File: src/rtl/uart_pkg.sv
// Shared UART definitions: FSM state encoding (common to transmitter and receiver),
// the 16x oversample constant, and default frame geometry.
package uart_pkg;

  localparam int unsigned OVERSAMPLE      = 16;
  localparam int unsigned DBIT_DEFAULT    = 32;
  localparam int unsigned SB_TICK_DEFAULT = 16;

  typedef enum logic [2:0] {
    IDLE   = 3'd0,
    START  = 3'd1,
    DATA   = 3'd2,
    PARITY = 3'd3,
    STOP   = 3'd4
  } uart_state_e;

endpackage

File: src/rtl/uart_tx.sv
// UART transmitter: start bit, DBIT data bits LSB first, optional even parity, stop bit(s).
// Define UART_TX_PARITY_EN to insert an even-parity bit between DATA and STOP.
module uart_tx
  import uart_pkg::*;
#(
  parameter int unsigned DBIT    = DBIT_DEFAULT,
  parameter int unsigned SB_TICK = SB_TICK_DEFAULT
) (
  input  logic            clk,
  input  logic            reset_n,
  input  logic            tx_start,
  input  logic            s_tick,
  input  logic [DBIT-1:0] tx_din,
  output logic            tx,
  output logic            tx_busy,
  output logic            tx_done_tick
);

  localparam int unsigned TW = (SB_TICK > OVERSAMPLE) ? $clog2(SB_TICK) : $clog2(OVERSAMPLE);
  localparam int unsigned BW = (DBIT > 1) ? $clog2(DBIT) : 1;

  localparam logic [TW-1:0] TICK_LAST = TW'(OVERSAMPLE - 1);
  localparam logic [TW-1:0] STOP_LAST = TW'(SB_TICK - 1);
  localparam logic [BW-1:0] BIT_LAST  = BW'(DBIT - 1);

  uart_state_e     state_q;
  logic [TW-1:0]   tick_q;
  logic [BW-1:0]   bit_q;
  logic [DBIT-1:0] shreg_q;
  logic [DBIT-1:0] shreg_nxt;
  logic            tx_q;
  logic            busy_q;
  logic            done_q;
`ifdef UART_TX_PARITY_EN
  logic            parity_q;
`endif

  assign shreg_nxt    = shreg_q >> 1;
  assign tx           = tx_q;
  assign tx_busy      = busy_q;
  assign tx_done_tick = done_q;

  always_ff @(posedge clk) begin
    if (!reset_n) begin
      state_q  <= IDLE;
      tick_q   <= '0;
      bit_q    <= '0;
      shreg_q  <= '0;
      tx_q     <= 1'b1;
      busy_q   <= 1'b0;
      done_q   <= 1'b0;
`ifdef UART_TX_PARITY_EN
      parity_q <= 1'b0;
`endif
    end else begin
      done_q <= 1'b0;
      case (state_q)
        IDLE: begin
          tx_q   <= 1'b1;
          busy_q <= 1'b0;
          // The done cycle is itself an IDLE cycle; a request seen there waits one more cycle.
          if (tx_start && !done_q) begin
            shreg_q  <= tx_din;
            tick_q   <= '0;
            bit_q    <= '0;
            state_q  <= START;
            tx_q     <= 1'b0;
            busy_q   <= 1'b1;
`ifdef UART_TX_PARITY_EN
            parity_q <= ^tx_din;
`endif
          end
        end
        START: begin
          if (s_tick) begin
            if (tick_q == TICK_LAST) begin
              tick_q  <= '0;
              state_q <= DATA;
              tx_q    <= shreg_q[0];
            end else begin
              tick_q <= tick_q + 1'b1;
            end
          end
        end
        DATA: begin
          if (s_tick) begin
            if (tick_q == TICK_LAST) begin
              tick_q  <= '0;
              shreg_q <= shreg_nxt;
              if (bit_q == BIT_LAST) begin
`ifdef UART_TX_PARITY_EN
                state_q <= PARITY;
                tx_q    <= parity_q;
`else
                state_q <= STOP;
                tx_q    <= 1'b1;
`endif
              end else begin
                bit_q <= bit_q + 1'b1;
                tx_q  <= shreg_nxt[0];
              end
            end else begin
              tick_q <= tick_q + 1'b1;
            end
          end
        end
`ifdef UART_TX_PARITY_EN
        PARITY: begin
          if (s_tick) begin
            if (tick_q == TICK_LAST) begin
              tick_q  <= '0;
              state_q <= STOP;
              tx_q    <= 1'b1;
            end else begin
              tick_q <= tick_q + 1'b1;
            end
          end
        end
`endif
        STOP: begin
          if (s_tick) begin
            if (tick_q == STOP_LAST) begin
              tick_q  <= '0;
              state_q <= IDLE;
              done_q  <= 1'b1;
            end else begin
              tick_q <= tick_q + 1'b1;
            end
          end
        end
        default: begin
          state_q <= IDLE;
          tick_q  <= '0;
          bit_q   <= '0;
          tx_q    <= 1'b1;
          busy_q  <= 1'b0;
        end
      endcase
    end
  end

endmodule

File: config.mk
export PLATFORM = sky130hd
export DESIGN_NAME = uart_tx
export DESIGN_NICKNAME = d
export VERILOG_FILES = /design/src/rtl/uart_pkg.sv /design/src/rtl/uart_tx.sv
export SDC_FILE = /design/constraint.sdc
export NUM_CORES = 1
export LEC_CHECK = 0
export BUFFER_PORTS_ARGS = -buffer_cell sky130_fd_sc_hd__buf_2
export CAP_MARGIN = 5
export CORE_UTILIZATION = 59
export DETAILED_ROUTE_END_ITERATION = 16
export PLACE_DENSITY = 0.83
export SKIP_CTS_REPAIR_TIMING = 1
export SYNTH_ARGS = -nofsm -noshare
export SYNTH_HDL_FRONTEND = slang
export SYNTH_SLANG_ARGS = --single-unit
File: constraint.sdc
create_clock -name clk -period 2.55 [get_ports clk]
set_input_delay 0.255 -clock clk [delete_from_list [all_inputs] [get_ports clk]]
set_output_delay 0.255 -clock clk [all_outputs]
set_load 0.005 [all_outputs]
==> results.py <==
metrics = {
    "final_layout": {
        "fin_cells": 358,
        "final_cell_mix": "nand2_1 (79), dfxtp_1 (47), nor2_1 (39), buf_2 (38), a311oi_1 (31)",
        "n_antenna_cell": 0,
        "final_layout_size_suffix_gt1_share_pct": 17.63,
        "final_common_cell": "nand2_1",
        "final_util_pct": 72.55,
        "fin_nets": 350,
        "area_delta_synth_final_pct": 12.66,
        "fillers": 279,
    },
    "floorplan": {
        "core_area_um2": 3468,
        "die_w_um": 63.53,
        "boundaryPins": 39,
        "fp.dieH_um": 63.53,
        "die-area_um2": 4035,
        "rows": 21,
        "initial_utilization_pct": 64.39,
    },
    "route": {
        "remaining_drc_errors": 0,
        "drt_wl_total_um": 4504,
        "firstDrtPassIters": 4,
        "vias_per_cell": 5.782,
        "antenna_left": 0,
        "wl_per_cell_um": 12.58,
        "dr_total_vias": 2070,
        "drtIter0Drc": 162,
    },
    "clock_tree": {
        "clkTransAtPathRegs_ps": 80,
        "clock_latency_ps": 300,
        "htree_levels": 2,
        "cts_num_sinks": 47,
        "clock_path_buffers": 2,
        "cts_tree": "built",
        "root_buffer": "clkbuf_8",
        "cts_buffers": 5,
    },
    "global_route": {
        "antenna_found_initial": 0,
        "overflow": 0,
        "grt_max_degree": 65,
        "grt_pass1_wl_um": 7748,
        "grt_pass1_vias": 1802,
        "track_usage_pct": 24.22,
    },
    "logic_synthesis": {
        "yosysUniqueCellTypes": 38,
        "synth_top_cell_area_share_pct": 42.13,
        "yosysSeqAreaShare_pct": 42.13,
        "yosys_register_bits": 47,
        "synth.area.top_cells": "dfxtp_1 (42%), nand2_1 (13%), a311oi_1 (12%), nor2_1 (6.6%), buf_2 (2.5%)",
        "syn_inst": 285,
        "syn_area_um2": 2233,
        "synth.largest_area_cell": "dfxtp_1",
        "syn_nets": 324,
        "avgSynthCellArea_um2": 7.836,
        "yosysWarnings": 0,
    },
    "setup_path": {
        "crit_arrival_ps": 2180,
        "slowest_delay_ps": 500,
        "path_max_fanout": 14,
        "critPathKind": "reg2reg",
        "worstPathRequired_ps": 2740,
        "end_kind": "register",
        "path_cells": "nor3b_1, a21oi_1, a21oi_1, o21ai_0, a32o_1",
        "start_kind": "register",
        "crit_path_top_delay_cell": "dfxtp_1",
        "critPathMostFrequentCell": "a21oi_1",
    },
    "sta": {
        "hold_violations": 0,
        "worst_pin_slew_ps": 605.5,
        "finalSetupTns_ps": 0,
        "fmax_mhz": 504.8,
        "slew_violations": 0,
        "finalSetupViolations": 0,
        "relSlewSlack_pct": 59.57,
        "worst_slack_ps": 569.0,
        "finalCritPeriodShare_pct": 77.69,
        "clock_skew_ps": 5.963,
        "period_needed_ps": 1981,
        "rsz0062_at_grt": "no",
    },
    "power": {
        "p_sw_share_pct": 30.54,
        "power.switching_uw": 549.8,
        "clkPwrFrac_pct": 27.0,
        "irDropWorstVdd_v": 0.0004936,
        "pwr-share-seq_pct": 49.8,
        "combPwrFrac_pct": 23.2,
        "p_per_area_nw_per_um2": 715.4,
        "p_leak_nw": 1.026,
        "p_int_mw": 1.250,
        "power_mw": 1.800,
    },
    "place": {
        "pre_cts_slack_ps": 625.2,
        "hpwl_um": 2829,
        "port_buffers": 38,
        "gp_congestion": 0.8344,
        "dpl.cell_count": 350,
    },
    "worst_hold_path": {
        "min_path_type": "in2reg",
    },
    "flow_run": {
        "max_cap_violations": 0,
    },
    "status": {
        "status": "finished, final reports clean",
    },
}
[power groups by stage]
| stage | registers, mW | clock network (mW) | logic [mW] |
|---|---|---|---|
| floorplan | 0.882 | 0 | 0.346 |
| global route | 0.912 | 0.522 | 0.479 |
| CTS | 0.896 | 0.490 | 0.418 |
| detailed placement | 0.913 | 0 | 0.416 |
| global placement | 0.911 | 0 | 0.409 |
| finish | 0.897 | 0.485 | 0.418 |
[logic make-up (layout without fill, tap and decap cells)]
logic type | Yosys count | in the layout | share of synthesized area, %
AND/OR/NAND/NOR | 145 | 145 | 29.36
multiplexers | 2 | 2 | 0.8964
adder cells (fa/ha/maj) | 3 | 3 | 1.681
buffers and inverters | 26 | 53 | 5.154
flip-flops | 47 | 47 | 42.13
XOR/XNOR | 1 | 1 | 0.3922
AO/OA/AOI/OAI | 61 | 61 | 20.39
[state kept, by name (all words and copies together), names as in the netlist]
register / cells
bit_q: 5
shreg_q: 32
state_q: 3
tick_q: 4
tx: 1
tx_busy: 1
tx_done_tick: 1
[worst max-delay path, delay by kind of cell (launching register included)]
family	cells	cell delay [ps]
AOI/OAI and AO/OA	4	890
DFF	1	500
and+or+nand+nor	1	490
[metrics by stage]
stage | hold WS [ps] | instance area (µm²)
2_1_floorplan | 409.2 | 2233
3_5_place_dp | 456.1 | 2416
5_1_grt | 214.3 | 2516
6_report | 203.2 | 2516
3_3_place_gp | 452.9 | 2416
4_1_cts | 195.8 | 2516
[synthesized netlist by cell type (all sizes together)]
library cell   n
a211oi         1
a21o           1
a21oi          9
a311oi        31
a31oi          4
a32o           2
and3           3
buf           12
clkbuf        10
dfxtp         47
ha             3
inv            4
mux2i          2
nand2         79
nand2b         3
nand3          1
nand3b         1
nand4          2
nor2          39
nor3           4
nor3b          7
nor4           2
o211ai         1
o21a           1
o21ai          6
o22a           1
o22ai          4
or2            1
or3            2
or3b           1
xor2           1
[final cells by class]
cell class	instances	area [µm²]	area share (%)
inverter	4	15.01	0.5967
timing repair buffer	41	225.2	8.951
sequential	47	940.9	37.39
multi-input combinational	212	1177	46.79
tap	46	57.56	2.287
clock buffer	8	100.1	3.978
[worst paths after layout]
path,from,endpoint,slack [ps],cells after the start
worst max register to register,state_q[2],tick_q[3],570,5
worst max-delay path,state_q[2],tick_q[3],570,5
worst min register to register,shreg_q[31],shreg_q[31],470,2
worst min-delay path,tx_din[31],shreg_q[31],200,3
[per-layer routing]
metal  track usage, %  vias to the layer above  wire length, µm
met4            10.23                        0               61
li1                 -                     1059                -
met3            5.435                        7              243
met2            39.23                       52             2074
met1            30.67                      952             2124
met5                0                        -                0
Power figures use the tool's default switching activity.
